===== src/rtl/mole_hit_detect.sv =====
// Whack-a-mole hit detector.
// Synchronizes and debounces four player buttons and turns debounced rising
// edges into press events. A three-state FSM (IDLE/ARMED/LOCKOUT) classifies
// each accepted press as a hit or a miss, then ignores presses for a lockout
// period.
// Ports:
//   clk          system clock, rising edge
//   reset        synchronous active-high reset
//   btn[3:0]     raw asynchronous buttons, active-high, one per hole
//   mole_active  mask of holes currently showing a mole
//   game_en      detection enable; low forces IDLE
//   hit          one-cycle pulse per valid whack
//   miss         one-cycle pulse per press on an empty hole
//   hit_idx      index of the most recent hit, held between hits
//   whack_clear  one-hot clear to the mole generator, same cycle as hit
module mole_hit_detect #(
  parameter int unsigned DEBOUNCE_CYCLES = 50000,
  parameter int unsigned LOCKOUT_CYCLES  = 5000000
) (
  input  logic       clk,
  input  logic       reset,
  input  logic [3:0] btn,
  input  logic [3:0] mole_active,
  input  logic       game_en,
  output logic       hit,
  output logic       miss,
  output logic [1:0] hit_idx,
  output logic [3:0] whack_clear
);

  localparam int unsigned NBTN = 4;
  localparam int unsigned DB_W = 16;
  localparam int unsigned LO_W = 24;
  localparam logic [DB_W-1:0] DB_LAST = DB_W'(DEBOUNCE_CYCLES - 1);
  localparam logic [LO_W-1:0] LO_LAST = LO_W'(LOCKOUT_CYCLES - 1);

  typedef enum logic [1:0] {
    S_IDLE    = 2'd0,
    S_ARMED   = 2'd1,
    S_LOCKOUT = 2'd2
  } state_e;

  logic [NBTN-1:0] sync1_q, sync2_q;
  logic [NBTN-1:0] deb_q, deb_d;
  logic [NBTN-1:0] deb_prev_q;
  logic [DB_W-1:0] db_cnt_q [NBTN];
  logic [DB_W-1:0] db_cnt_d [NBTN];

  state_e          state_q, state_d;
  logic [LO_W-1:0] lo_cnt_q, lo_cnt_d;
  logic            hit_q, hit_d;
  logic            miss_q, miss_d;
  logic [1:0]      hit_idx_q, hit_idx_d;
  logic [3:0]      whack_q, whack_d;

  logic [NBTN-1:0] press_c;
  logic [NBTN-1:0] hit_mask_c;
  logic [1:0]      first_idx_c;

  // Two-flop synchronizer and previous-debounced-level register.
  always_ff @(posedge clk) begin
    if (reset) begin
      sync1_q    <= '0;
      sync2_q    <= '0;
      deb_prev_q <= '0;
    end else begin
      sync1_q    <= btn;
      sync2_q    <= sync1_q;
      deb_prev_q <= deb_q;
    end
  end

  // Debounce: count consecutive differing cycles, toggle on the last one.
  always_comb begin
    deb_d = deb_q;
    for (int i = 0; i < NBTN; i++) begin
      db_cnt_d[i] = '0;
      if (sync2_q[i] != deb_q[i]) begin
        if (db_cnt_q[i] == DB_LAST) begin
          deb_d[i] = sync2_q[i];
        end else begin
          db_cnt_d[i] = db_cnt_q[i] + DB_W'(1);
        end
      end
    end
  end

  always_ff @(posedge clk) begin
    if (reset) begin
      deb_q <= '0;
      for (int i = 0; i < NBTN; i++) db_cnt_q[i] <= '0;
    end else begin
      deb_q <= deb_d;
      for (int i = 0; i < NBTN; i++) db_cnt_q[i] <= db_cnt_d[i];
    end
  end

  // Press events are debounced rising edges only.
  assign press_c    = deb_q & ~deb_prev_q;
  assign hit_mask_c = press_c & mole_active;

  // Lowest-index hole among simultaneous hits.
  always_comb begin
    first_idx_c = 2'd0;
    for (int i = NBTN - 1; i >= 0; i--) begin
      if (hit_mask_c[i]) first_idx_c = 2'(i);
    end
  end

  // FSM next state and registered pulse outputs.
  always_comb begin
    state_d   = state_q;
    lo_cnt_d  = lo_cnt_q;
    hit_d     = 1'b0;
    miss_d    = 1'b0;
    whack_d   = 4'b0000;
    hit_idx_d = hit_idx_q;
    if (!game_en) begin
      state_d  = S_IDLE;
      lo_cnt_d = '0;
    end else begin
      case (state_q)
        S_IDLE: begin
          state_d  = S_ARMED;
          lo_cnt_d = '0;
        end
        S_ARMED: begin
          if (|press_c) begin
            state_d  = S_LOCKOUT;
            lo_cnt_d = '0;
            if (|hit_mask_c) begin
              hit_d     = 1'b1;
              hit_idx_d = first_idx_c;
              whack_d   = 4'b0001 << first_idx_c;
            end else begin
              miss_d = 1'b1;
            end
          end
        end
        S_LOCKOUT: begin
          if (lo_cnt_q == LO_LAST) begin
            state_d  = S_ARMED;
            lo_cnt_d = '0;
          end else begin
            lo_cnt_d = lo_cnt_q + LO_W'(1);
          end
        end
        default: begin
          state_d  = S_IDLE;
          lo_cnt_d = '0;
        end
      endcase
    end
  end

  always_ff @(posedge clk) begin
    if (reset) begin
      state_q   <= S_IDLE;
      lo_cnt_q  <= '0;
      hit_q     <= 1'b0;
      miss_q    <= 1'b0;
      hit_idx_q <= 2'd0;
      whack_q   <= 4'b0000;
    end else begin
      state_q   <= state_d;
      lo_cnt_q  <= lo_cnt_d;
      hit_q     <= hit_d;
      miss_q    <= miss_d;
      hit_idx_q <= hit_idx_d;
      whack_q   <= whack_d;
    end
  end

  assign hit         = hit_q;
  assign miss        = miss_q;
  assign hit_idx     = hit_idx_q;
  assign whack_clear = whack_q;

endmodule


===== config.mk =====
export PLATFORM = sky130hd
export DESIGN_NAME = mole_hit_detect
export DESIGN_NICKNAME = d
export VERILOG_FILES = /design/src/rtl/mole_hit_detect.sv
export SDC_FILE = /design/constraint.sdc
export NUM_CORES = 1
export LEC_CHECK = 0
export CAP_MARGIN = 15
export CORE_ASPECT_RATIO = 1.2
export CORE_MARGIN = 3
export CORE_UTILIZATION = 50
export DETAILED_ROUTE_END_ITERATION = 7
export GPL_TIMING_DRIVEN = 0
export HOLD_SLACK_MARGIN = 0.08
export PLACE_DENSITY = 0.75
export SLEW_MARGIN = 20
export SYNTH_ARGS = -nofsm -noshare
export SYNTH_HDL_FRONTEND = slang
export SYNTH_SLANG_ARGS = --single-unit

===== constraint.sdc =====
create_clock -name clk -period 2.6 [get_ports clk]
set_clock_uncertainty 0.15 [all_clocks]
set_input_delay 0.39 -clock clk [delete_from_list [all_inputs] [get_ports clk]]
set_output_delay 0.39 -clock clk [all_outputs]
set_load 0.01 [all_outputs]

==> impl_metrics.yaml <==
final_layout:
  drive_above_1_share_pct: 8.31
  nFillCells: 792
  multi_input_area_um2: 2560
  antenna_cells: 0
  area_growth_pct: 19.7
  fin_nets: 617
  seqCellArea_um2: 2280
  utilization_pct: 61.8
power_and_ir_drop:
  seqPwrFrac_pct: 40.9
  swShare_pct: 19.7
  p_clk_share_pct: 57.7
  p_sw_uw: 847
  p_int_uw: 3470
  vdd_ir_drop_max_mv: 0.647
  p_leak_uw: 0.00206
  pwr-share-comb_pct: 1.5
  power.density_nw_per_um2: 725
logic_synthesis:
  synthTopCellsByCount: "114 x dfxtp_1, 98 x nor2_1, 42 x nand3_1, 34 x nand2_1"
  syn_inst: 564
  synth-seq-area-share_pct: 46.0
  synth-main-ff-cell: "dfxtp_1"
  synthTopCellsByArea: "dfxtp_1 46%, nor2_1 7.4%, xnor2_1 5.3%"
  synth_mux_area_share_pct: 1.21
  synthSimpleGateAreaFrac_pct: 31.7
  synth_top_family_by_area: "simple AND/OR/NAND/NOR gates"
  synth_xor_xnor_area_share_pct: 10.6
  synth_area_per_cell_um2: 8.80
  synth_top_area_share_pct: 46.0
  yosysMostFrequentCell: "dfxtp_1"
  synth-edff-count: 0
  ys_async_sr_fraction_pct: 0
  ys_warn_count: 0
  ys_ff_latch: 114
  yosysTopAreaCell: "dfxtp_1"
  synth_nets: 580
  synth_area_um2: 4960
  ys_types: 50
  synth_fa_ha_area_share_pct: 1.26
  synth_compound_area_share_pct: 6.85
cts:
  root_buffer: "clkbuf_16"
  cts_buffer_depth: 2
  clk_pin_slew_worst_paths_ps: 60
  postCtsSetupBuffers: 0
  holdBufCountCts: 0
  numCtsBuffers: 17
  cts_resized: 0
  clk_latency_ps: 410
  cts.sinks: 114
  htreeDepth: 4
  cts_tree: "yes"
placement:
  io_buffers: 18
  gp_congestion: 0.911
  dp_hpwl_mm: 7.10
  preCtsSetupSlack_ps: -176
timing:
  maxSlewHeadroom_pct: 41.9
  setup_viol: 0
  layout_min_cycle_time_ps: 2410
  tightest_slew_ps: 865
  report.final.slew_viol_count: 0
  fmax_mhz: 415
  period_share_pct: 92.7
  rsz0062_at_grt: "false"
  fin_ws_ps: 189
  hold_violations: 0
global_routing:
  grt_max_degree: 17
  overflow: 0
  grt_antenna_before_repair: 0
  grt_pass1_wl_mm: 18.1
  grt_pass1_vias: 4065
  grt_usage_pct: 20.0
detailed_routing:
  first_pass_iters: 5
  dr_total_vias: 4162
  wl_met2_mm: 5.05
  route.met3.wl_um: 610
  top_layer_used: "met4"
  drt_iter0_drc: 210
  wl_met1_mm: 4.45
  via_per_inst: 5.65
  drc: 0
  ant_nets: 0
  wl_per_cell_um: 14.1
  wirelength_mm: 10.4
worst_setup_path:
  worstSetupEndpointType: "flip-flop"
  cp-start-kind: "input pin"
  path_class: "in -> reg"
  rrSetupSlack_ps: 230
  required_ps: 2780
  cp.arrival_ps: 2600
  r2r_cells: 7
  path_max_fanout: 10
die:
  rows: 39
  die_y_um: 115
  pin_count: 19
  dieWidth_um: 97.0
  start_util_pct: 51.6
  core_area_um2: 9610
  dieArea_um2: 11200
hold_path:
  min_path_cells: 1
  hp-class: "reg -> reg"
job:
  max-cap-violations: 0
status:
  outcome: "finished clean"
==> stage by stage <==
stage               total power [uW]  instances  area [um^2]  setup TNS [ps]  hold slack, ps
finish                          4310        737         5940               0             287
global route                    4440        737         5940               0             297
CTS                             4340        737         5940               0             292
detailed placement              1860        705         5300           -1330             279
global placement                1860        705         5300            -827             271
floorplan                       1830        564         4960               0             263
==> cell families (layout without fill, tap and decap cells) <==
group | Yosys count | count (layout)
flip-flops | 114 | 114
AO/OA/AOI/OAI | 51 | 51
adder cells (fa/ha/maj) | 5 | 5
XOR/XNOR | 60 | 60
multiplexers | 6 | 6
AND/OR/NAND/NOR | 300 | 300
buffers and inverters | 28 | 78
==> per-layer routing <==
layer,vias up,track usage (%)
li1,2053,-
met1,1942,22.4
met2,136,34.0
met3,31,6.25
met4,0,11.3
met5,-,0
==> power groups by stage <==
stage               clock [uW]  sequential [uW]  combinational (uW)
floorplan                    0             1800                34.7
global placement             0             1800                62.0
detailed placement           0             1800                63.0
CTS                       2520             1760                63.8
global route              2610             1760                70.6
finish                    2490             1760                63.4
==> worst paths after layout <==
kind                     from      endpoint
setup reg to reg  lo_cnt_q[0]  lo_cnt_q[21]
setup / recovery        reset  lo_cnt_q[21]
hold reg to reg    sync1_q[3]    sync2_q[3]
hold / removal     sync1_q[3]    sync2_q[3]
==> final cells by class <==
cell class | count | share of cell area (%)
well taps | 123 | 2.59
repair buffers | 18 | 3.03
flip-flops and latches | 114 | 38.4
clock buffers | 20 | 7.85
multi-input cells | 422 | 43.1
clock inverters | 12 | 3.01
inverters | 11 | 0.695
plain buffers | 17 | 1.35
==> cells in the final DEF (no fill, tap or decap), drive strengths merged, types with 3 or more instances in the layout <==
cell,instances
dfxtp,114
nor2,99
nand3,42
nand2,34
xor2,30
xnor2,30
clkbuf,28
nand4,24
and3,21
nor2b,20
clkdlybuf4s50,18
a21oi,12
nor3,12
inv,12
o21ai,9
or3,9
a31oi,9
buf,9
nand2b,6
mux2i,6
nor4,6
nand4b,5
a22o,5
ha,5
nand3b,4
nor4b,4
bufinv,4
or4,4
clkinv,4
and2,3
a21o,3
clkinvlp,3
==> worst max-delay path: stages <==
cell and delay, ps:
clkdlybuf4s50_1 580, nand2b_1 340, a211oi_2 610, buf_2 350, a41oi_1 140, a31oi_1 180
==> state kept, by name, indices dropped and copies added (netlist names), 4 cells and up <==
register / count
lo_cnt_q: 24
deb_prev_q: 4
sync1_q: 4
deb_q: 4
sync2_q: 4
db_cnt_q: 64
whack_clear: 4
Power figures use the tool's default switching activity.
